==> config.mk <==
export PLATFORM = sky130hd
export DESIGN_NAME = rssb_core_flat
export DESIGN_NICKNAME = d
export VERILOG_FILES = /design/src/rtl/rssb_core_if.sv /design/src/rtl/rssb_core.sv /design/src/flat_wrapper.sv
export SDC_FILE = /design/constraint.sdc
export NUM_CORES = 1
export LEC_CHECK = 0
export BUFFER_PORTS_ARGS = -buffer_cell sky130_fd_sc_hd__buf_2
export CELL_PAD_IN_SITES_DETAIL_PLACEMENT = 0
export CELL_PAD_IN_SITES_GLOBAL_PLACEMENT = 1
export CORE_ASPECT_RATIO = 1.25
export CORE_MARGIN = 2
export CORE_UTILIZATION = 38
export CTS_CLUSTER_SIZE = 20
export DETAILED_ROUTE_END_ITERATION = 8
export PLACE_DENSITY = 0.84
export REMOVE_ABC_BUFFERS = 1
export SYNTH_ARGS = -nofsm -noshare
export SYNTH_HDL_FRONTEND = slang
export SYNTH_SLANG_ARGS = --single-unit
==> constraint.sdc <==
create_clock -name clk -period 2.6 [get_ports clk]
set_clock_uncertainty 0.15 [all_clocks]
set_input_delay 0.52 -clock clk [delete_from_list [all_inputs] [get_ports clk]]
set_output_delay 0.52 -clock clk [all_outputs]
set_load 0.05 [all_outputs]
==> src/rtl/rssb_core_if.sv <==
// Memory bus between the RSSB core and its mem_data unified ROM/RAM.
// The core drives address, write data and write enable. The memory
// returns combinational read data for the current address.
interface rssb_core_if #(
    parameter int WIDTH = 8
);
    logic [WIDTH-1:0] mem_addr;
    logic [WIDTH-1:0] mem_wdata;
    logic             mem_write;
    logic [WIDTH-1:0] mem_rdata;

    modport master (
        output mem_addr,
        output mem_wdata,
        output mem_write,
        input  mem_rdata
    );

    modport slave (
        input  mem_addr,
        input  mem_wdata,
        input  mem_write,
        output mem_rdata
    );
endinterface

==> src/rtl/rssb_core.sv <==
// RSSB (reverse-subtract, skip-if-borrow) one-instruction machine.
// Each instruction takes three cycles: FETCH the operand address from the
// program, READ the addressed word, then EXEC acc <= mem[a] - acc with a
// write-back to RAM and a PC skip on borrow. The upper half of the address
// space is ROM and is never written. Bus outputs depend only on state and
// registers, so the combinational read path of mem_data cannot form a loop.
module rssb_core #(
    parameter int WIDTH     = 8,
    parameter int HALT_ADDR = 0,
    parameter int OUT_ADDR  = 1
) (
    input  logic             clk,
    input  logic             rst,
    rssb_core_if.master      mem,
    output logic [WIDTH-1:0] acc,
    output logic [WIDTH-1:0] pc,
    output logic             halted,
    output logic [WIDTH-1:0] out_data,
    output logic             out_strobe
);

    localparam logic [WIDTH-1:0] PC_RESET = {1'b1, {(WIDTH-1){1'b0}}};
    localparam logic [WIDTH-1:0] HALT_W   = WIDTH'(HALT_ADDR);
    localparam logic [WIDTH-1:0] OUT_W    = WIDTH'(OUT_ADDR);
    localparam logic [WIDTH-1:0] ONE      = WIDTH'(1);

    typedef enum logic [1:0] {
        FETCH,
        READ,
        EXEC,
        HALT
    } state_t;

    state_t           state;
    state_t           state_next;
    logic [WIDTH-1:0] ar;
    logic [WIDTH-1:0] mdr;
    logic [WIDTH-1:0] diff;
    logic             borrow;
    logic             ram_target;

    assign diff       = mdr - acc;
    assign borrow     = (mdr < acc);
    assign ram_target = ~ar[WIDTH-1];
    assign halted     = (state == HALT);

    // State register; reset drops straight to FETCH so any pending write
    // enable is removed without waiting for a clock.
    always_ff @(posedge clk or negedge rst) begin
        if (!rst) begin
            state <= FETCH;
        end else begin
            state <= state_next;
        end
    end

    // Next-state selection and bus drive for the current state.
    always_comb begin
        state_next    = state;
        mem.mem_addr  = pc;
        mem.mem_wdata = diff;
        mem.mem_write = 1'b0;
        case (state)
            FETCH: begin
                if (mem.mem_rdata == HALT_W) begin
                    state_next = HALT;
                end else begin
                    state_next = READ;
                end
            end
            READ: begin
                mem.mem_addr = ar;
                state_next   = EXEC;
            end
            EXEC: begin
                mem.mem_addr  = ar;
                mem.mem_write = ram_target;
                state_next    = FETCH;
            end
            default: begin
                state_next = HALT;
            end
        endcase
    end

    // Architectural registers: operand latch, data latch, accumulator,
    // program counter and the memory-mapped output port.
    always_ff @(posedge clk or negedge rst) begin
        if (!rst) begin
            pc         <= PC_RESET;
            acc        <= '0;
            ar         <= '0;
            mdr        <= '0;
            out_data   <= '0;
            out_strobe <= 1'b0;
        end else begin
            out_strobe <= 1'b0;
            case (state)
                FETCH: begin
                    if (mem.mem_rdata != HALT_W) begin
                        ar <= mem.mem_rdata;
                    end
                end
                READ: begin
                    mdr <= mem.mem_rdata;
                end
                EXEC: begin
                    acc <= diff;
                    pc  <= pc + ONE + WIDTH'(borrow);
                    if (ram_target && (ar == OUT_W)) begin
                        out_data   <= diff;
                        out_strobe <= 1'b1;
                    end
                end
                default: begin
                end
            endcase
        end
    end

endmodule

==> src/flat_wrapper.sv <==
// flat-port wrapper written by rule: the top's interface ports become plain ports
module rssb_core_flat 
#(
    parameter int WIDTH     = 8,
    parameter int HALT_ADDR = 0,
    parameter int OUT_ADDR  = 1
)
  (clk, rst, acc, pc, halted, out_data, out_strobe, mem_mem_addr, mem_mem_wdata, mem_mem_write, mem_mem_rdata);
  rssb_core_if #(.WIDTH(WIDTH)) mem_i ();
  input  logic clk;
  input  logic rst;
  output logic [WIDTH-1:0] acc;
  output logic [WIDTH-1:0] pc;
  output logic halted;
  output logic [WIDTH-1:0] out_data;
  output logic out_strobe;
  output wire logic [$bits(mem_i.mem_addr)-1:0] mem_mem_addr;
  output wire logic [$bits(mem_i.mem_wdata)-1:0] mem_mem_wdata;
  output wire logic [$bits(mem_i.mem_write)-1:0] mem_mem_write;
  input wire logic [$bits(mem_i.mem_rdata)-1:0] mem_mem_rdata;
  assign mem_mem_addr = mem_i.mem_addr;
  assign mem_mem_wdata = mem_i.mem_wdata;
  assign mem_mem_write = mem_i.mem_write;
  assign mem_i.mem_rdata = mem_mem_rdata;
  rssb_core #(.WIDTH(WIDTH), .HALT_ADDR(HALT_ADDR), .OUT_ADDR(OUT_ADDR)) u_core (.clk(clk), .rst(rst), .mem(mem_i), .acc(acc), .pc(pc), .halted(halted), .out_data(out_data), .out_strobe(out_strobe));
endmodule
After elaboration in Yosys (flattened, before gate mapping)
Cells that the tools add are included.
{ "totals": {"regBits": 43, "word_cells": 29} }
{ "classes": {"n_eq_ne": 4, "n_lt_le_gt_ge": 1, "reduce_logical": 7, "mux": 6, "add_sub_neg": 3, "bitwise_logic": 1} }
{ "op_table": {"columns": ["operator", "n"], "rows": [
  ["8-bit by 1-bit adder with 8-bit output", 1],
  ["8-bit by 1-bit adder with 8-bit output, second input constant", 1],
  ["8-bit by 1-bit == test with 1-bit output, second input constant", 1],
  ["8-bit zero test", 1],
  ["8-bit less-than comparator", 1],
  ["8-bit two-way mux", 1],
  ["8-bit nonzero test", 1],
  ["8-bit subtractor", 1],
  ["2-bit one-hot mux with 3 select lines", 1],
  ["2-bit == test, second input constant", 2],
  ["2-bit AND reduction", 2],
  ["1-bit two-way mux", 3],
  ["2-bit by 1-bit == test with 1-bit output, second input constant", 1],
  ["2-bit zero test", 1],
  ["2-bit two-way mux", 1],
  ["2-bit OR reduction", 1],
  ["1-bit logical AND", 1],
  ["1-bit NOT", 1]
]} }

Logic depth before layout (Yosys ltp)
{ "logic_depth": {"ltp_word": 4, "ltp_mapped": 13, "mapped_depth_nobuf": 13} }

Worst setup path before layout
OpenSTA, ideal clock, no wires.
{ "synth_timing": {"kind": "flip-flop to output port", "start": "register u_core.acc[2]", "end": "output port mem_mem_wdata[5]", "arrival_time_ns": 2.439, "path_slack_ns": -0.509, "path_stages_with_launch": 7, "path_cell_list": "dfrtp_1 inv_1 ha_1 nand3b_1 a21o_2 and2_1 xnor2_1"} }
{ "synth_via": {"elab_chain_cells": 1} }
{ "synth_rtl": {"columns": ["item", "line_no", "text"], "rows": [
  ["start, declared", "rssb_core.sv:15", "output logic [WIDTH-1:0] acc,"],
  ["start signal, assigned", "rssb_core.sv:108", "acc <= diff;"],
  ["8-bit subtractor", "rssb_core.sv:42", "assign diff = mdr - acc;"],
  ["end, declared", "flat_wrapper.sv:18", "output wire logic [$bits(mem_i.mem_wdata)-1:0] mem_mem_wdata;"]
]} }
Every way passes these cells.

Worst setup path in the final report
{ "layout_timing": {"start": "register u_core.mdr[0]", "end": "output port mem_mem_wdata[6]"} }
{ "layout_via": {"elab_chain_cells": 1} }
{ "layout_rtl": {"columns": ["item", "line_no", "text"], "rows": [
  ["start, declared", "rssb_core.sv:37", "logic [WIDTH-1:0] mdr;"],
  ["start signal, assigned", "rssb_core.sv:105", "mdr <= mem.mem_rdata;"],
  ["8-bit subtractor", "rssb_core.sv:42", null]
]} }
Every way passes these cells.

==> impl_metrics.py <==
metrics = {
    "layout": {
        "multi_input_area_um2": 1230,
        "area.growth.synth_to_final_pct": 33.7,
        "drive_gt1_frac": 0.549,
        "instances_no_fill": 332,
        "final_cell_mix": "47 x buf_2, 42 x dfrtp_1, 27 x mux2_2",
        "layout_commonest_cell": "buf_2",
        "fillers": 540,
        "seq_area_um2": 1080,
        "nets": 290,
        "num_antenna_cells": 0,
    },
    "sta": {
        "fin_ws_ns": -0.197,
        "hold_viol_final": 0,
        "drv_slew": 0,
        "min_period_ns": 2.80,
        "slew_headroom": 0.640,
        "setup_tns_ns": -0.973,
        "setup_viol": 8,
        "rsz0062_at_grt": "yes",
        "tightest_slew_ns": 0.540,
        "fmax_ghz": 0.358,
        "hold_slack_ns": 0.129,
        "timing.final.crit_share": 1.08,
    },
    "synth": {
        "ys_async_sr_fraction": 1.00,
        "ys_seq_elements": 43,
        "synth_xor_area_frac": 0.0392,
        "yosysTopAreaCell": "dfrtp_1",
        "syn_inst": 191,
        "synthFlopType": "dfrtp_1",
        "yosys.area_share.adder": 0.0873,
        "yosys-mux-area-fraction": 0.146,
        "synth_top_family_by_area": "multiplexers",
        "synth_cell_types": 40,
        "synth-compound-area-share": 0.101,
        "avgSynthCellArea_um2": 11.7,
        "synth_area_um2": 2230,
        "synthSimpleGateAreaFrac": 0.105,
        "synth_edf_count": 0,
        "synth_top_area_share": 0.470,
        "synth_seq_area_share": 0.482,
        "synthTopCellsByArea": "dfrtp_1 47%, mux2_2 14%, ha_1 7.8%",
        "yosys_warnings": 0,
    },
    "clock_network": {
        "h-tree-depth": 2,
        "hold_buffers": 0,
        "clkSlewWorstSetupHoldPaths_ns": 0.08,
        "cts.sinks": 43,
        "cts_max_path_buffers": 2,
        "clk_latency_ns": 0.30,
        "cts_tree": "built",
        "numCtsBuffers": 5,
        "cts_root_buf": "clkbuf_8",
    },
    "placed_design": {
        "dp.cells": 314,
        "place.port_buffers": 52,
        "gp_congestion": 0.784,
        "hpwlAfterDp_mm": 3.64,
    },
    "floorplanning": {
        "die_h_um": 89.7,
        "die_width_um": 72.6,
        "ioPinCount": 53,
        "row_count": 31,
        "dieArea_um2": 6510,
        "fp.coreArea_um2": 5740,
        "initial_core_util": 0.389,
    },
    "status": {
        "violations": "setup timing",
        "status": "finished, violations left",
    },
    "worst_setup_path": {
        "critPathLaunch": "u_core.mdr[0]$_DFFE_PN0N_",
        "worst_ep_arrival_time_ns": 2.13,
        "crit_path_end_kind": "output pin",
        "crit_path_end": "mem_mem_wdata[6]",
        "worst_setup_path_start_kind": "flip-flop",
        "rrSetupSlack_ns": -0.14,
        "critPathKind": "flip-flop to output pin",
        "required_ns": 1.93,
        "reg2reg_from": "u_core.mdr[0]$_DFFE_PN0N_",
        "rr_worst_depth": 14,
        "reg2reg_to": "u_core.pc[5]$_DFFE_PN0P_",
        "path_max_fanout": 3,
    },
    "drt": {
        "vias_per_cell": 5.12,
        "drc": 0,
        "drt_iter0_markers": 63,
        "wl_per_cell_um": 15.5,
        "first_pass_iters": 4,
        "drt_wl_total_mm": 5.16,
        "antenna_left": 0,
        "vias": 1699,
    },
    "grt": {
        "gr-total-overflow": 0,
        "grt_max_degree": 44,
        "grt_usage": 0.173,
        "antenna_found_initial": 0,
        "grt_pass1_vias": 1769,
        "grt_pass1_wl_mm": 8.56,
    },
    "job": {
        "max_cap_violations": 0,
    },
    "min_path": {
        "hp-class": "input pin to async pin",
    },
}
[state kept, by name, indices dropped and copies added (netlist names)]
name	flops
u_core.state	2
u_core.acc	8
u_core.out_strobe	1
u_core.out_data	8
u_core.mdr	8
u_core.pc	8
u_core.ar	8
[area by class of cell]
| type | count | share of cell area |
|---|---|---|
| Clock buffer | 7 | 0.0255 |
| Sequential cell | 43 | 0.361 |
| Multi-Input combinational cell | 125 | 0.412 |
| Tap cell | 66 | 0.0276 |
| Timing Repair Buffer | 72 | 0.150 |
| Inverter | 18 | 0.0226 |
| Clock inverter | 1 | 0.00168 |
[layer usage]
| layer | GRT usage | wire length, um |
|---|---|---|
| met1 | 0.204 | 2100 |
| met2 | 0.293 | 2710 |
| met3 | 0.0426 | 261 |
| met4 | 0.0741 | 85 |
| met5 | 0 | 0 |
[synth_stat cells (all sizes together) (4+ instances only)]
| cell | count |
|---|---|
| a21o | 4 |
| a21oi | 5 |
| dfrtp | 42 |
| ha | 14 |
| inv | 18 |
| mux2 | 28 |
| nand2 | 17 |
| nand3 | 4 |
| nand4 | 4 |
| nor3 | 4 |
| o21ai | 8 |
| xnor2 | 8 |
[critical path, stage by stage (launching register included)]
cell,delay (ns)
dfrtp_1,0.38
inv_2,0.07
ha_4,0.13
inv_2,0.04
fa_2,0.35
a211oi_2,0.24
o21ai_2,0.10
a211oi_2,0.21
buf_4,0.17
buf_8,0.14
[stage by stage]
step / cell area [um^2] / utilization / setup slack (ns)
floorplan: 2210 / - / -0.509
global placement: 2630 / 0.458 / -0.0404
detailed placement: 2630 / 0.458 / -0.115
CTS: 2910 / 0.507 / -0.213
global route: 2990 / 0.520 / -0.319
finish: 2990 / 0.520 / -0.197
[how the worst min path moves through the flow]
| stage | endpoint | slack, ns | from |
|---|---|---|---|
| detailed placement | u_core.out_data[1]$_DFFE_PN0P_ | 0.31 | u_core.out_data[1]$_DFFE_PN0P_ |
| global route | u_core.ar[7]$_DFFE_PN0P_ | 0.18 | rst |
| floorplan | u_core.acc[0]$_DFFE_PN0P_ | 0.07 | rst |
| finish | u_core.ar[7]$_DFFE_PN0P_ | 0.13 | rst |
| CTS | u_core.state[0]$_DFF_PN0_ | 0.16 | rst |
| global placement | u_core.out_data[1]$_DFFE_PN0P_ | 0.31 | u_core.out_data[1]$_DFFE_PN0P_ |
[kinds of logic after synthesis]
group           after synthesis
xor+xnor                     10
buf+inv                      23
fa+ha+maj                    15
compound gates               30
mux                          29
flops                        43
simple gates                 41
[what timing repair did]
item | in CTS | in global routing
buffers inserted | 8 | 2
resized for setup | 34 | 12
pin swaps | 19 | 8
setup endpoints to repair | 13 | 16
Power is not shown: default switching activity piles up to over one toggle a cycle in this logic, so the estimate is an artifact.
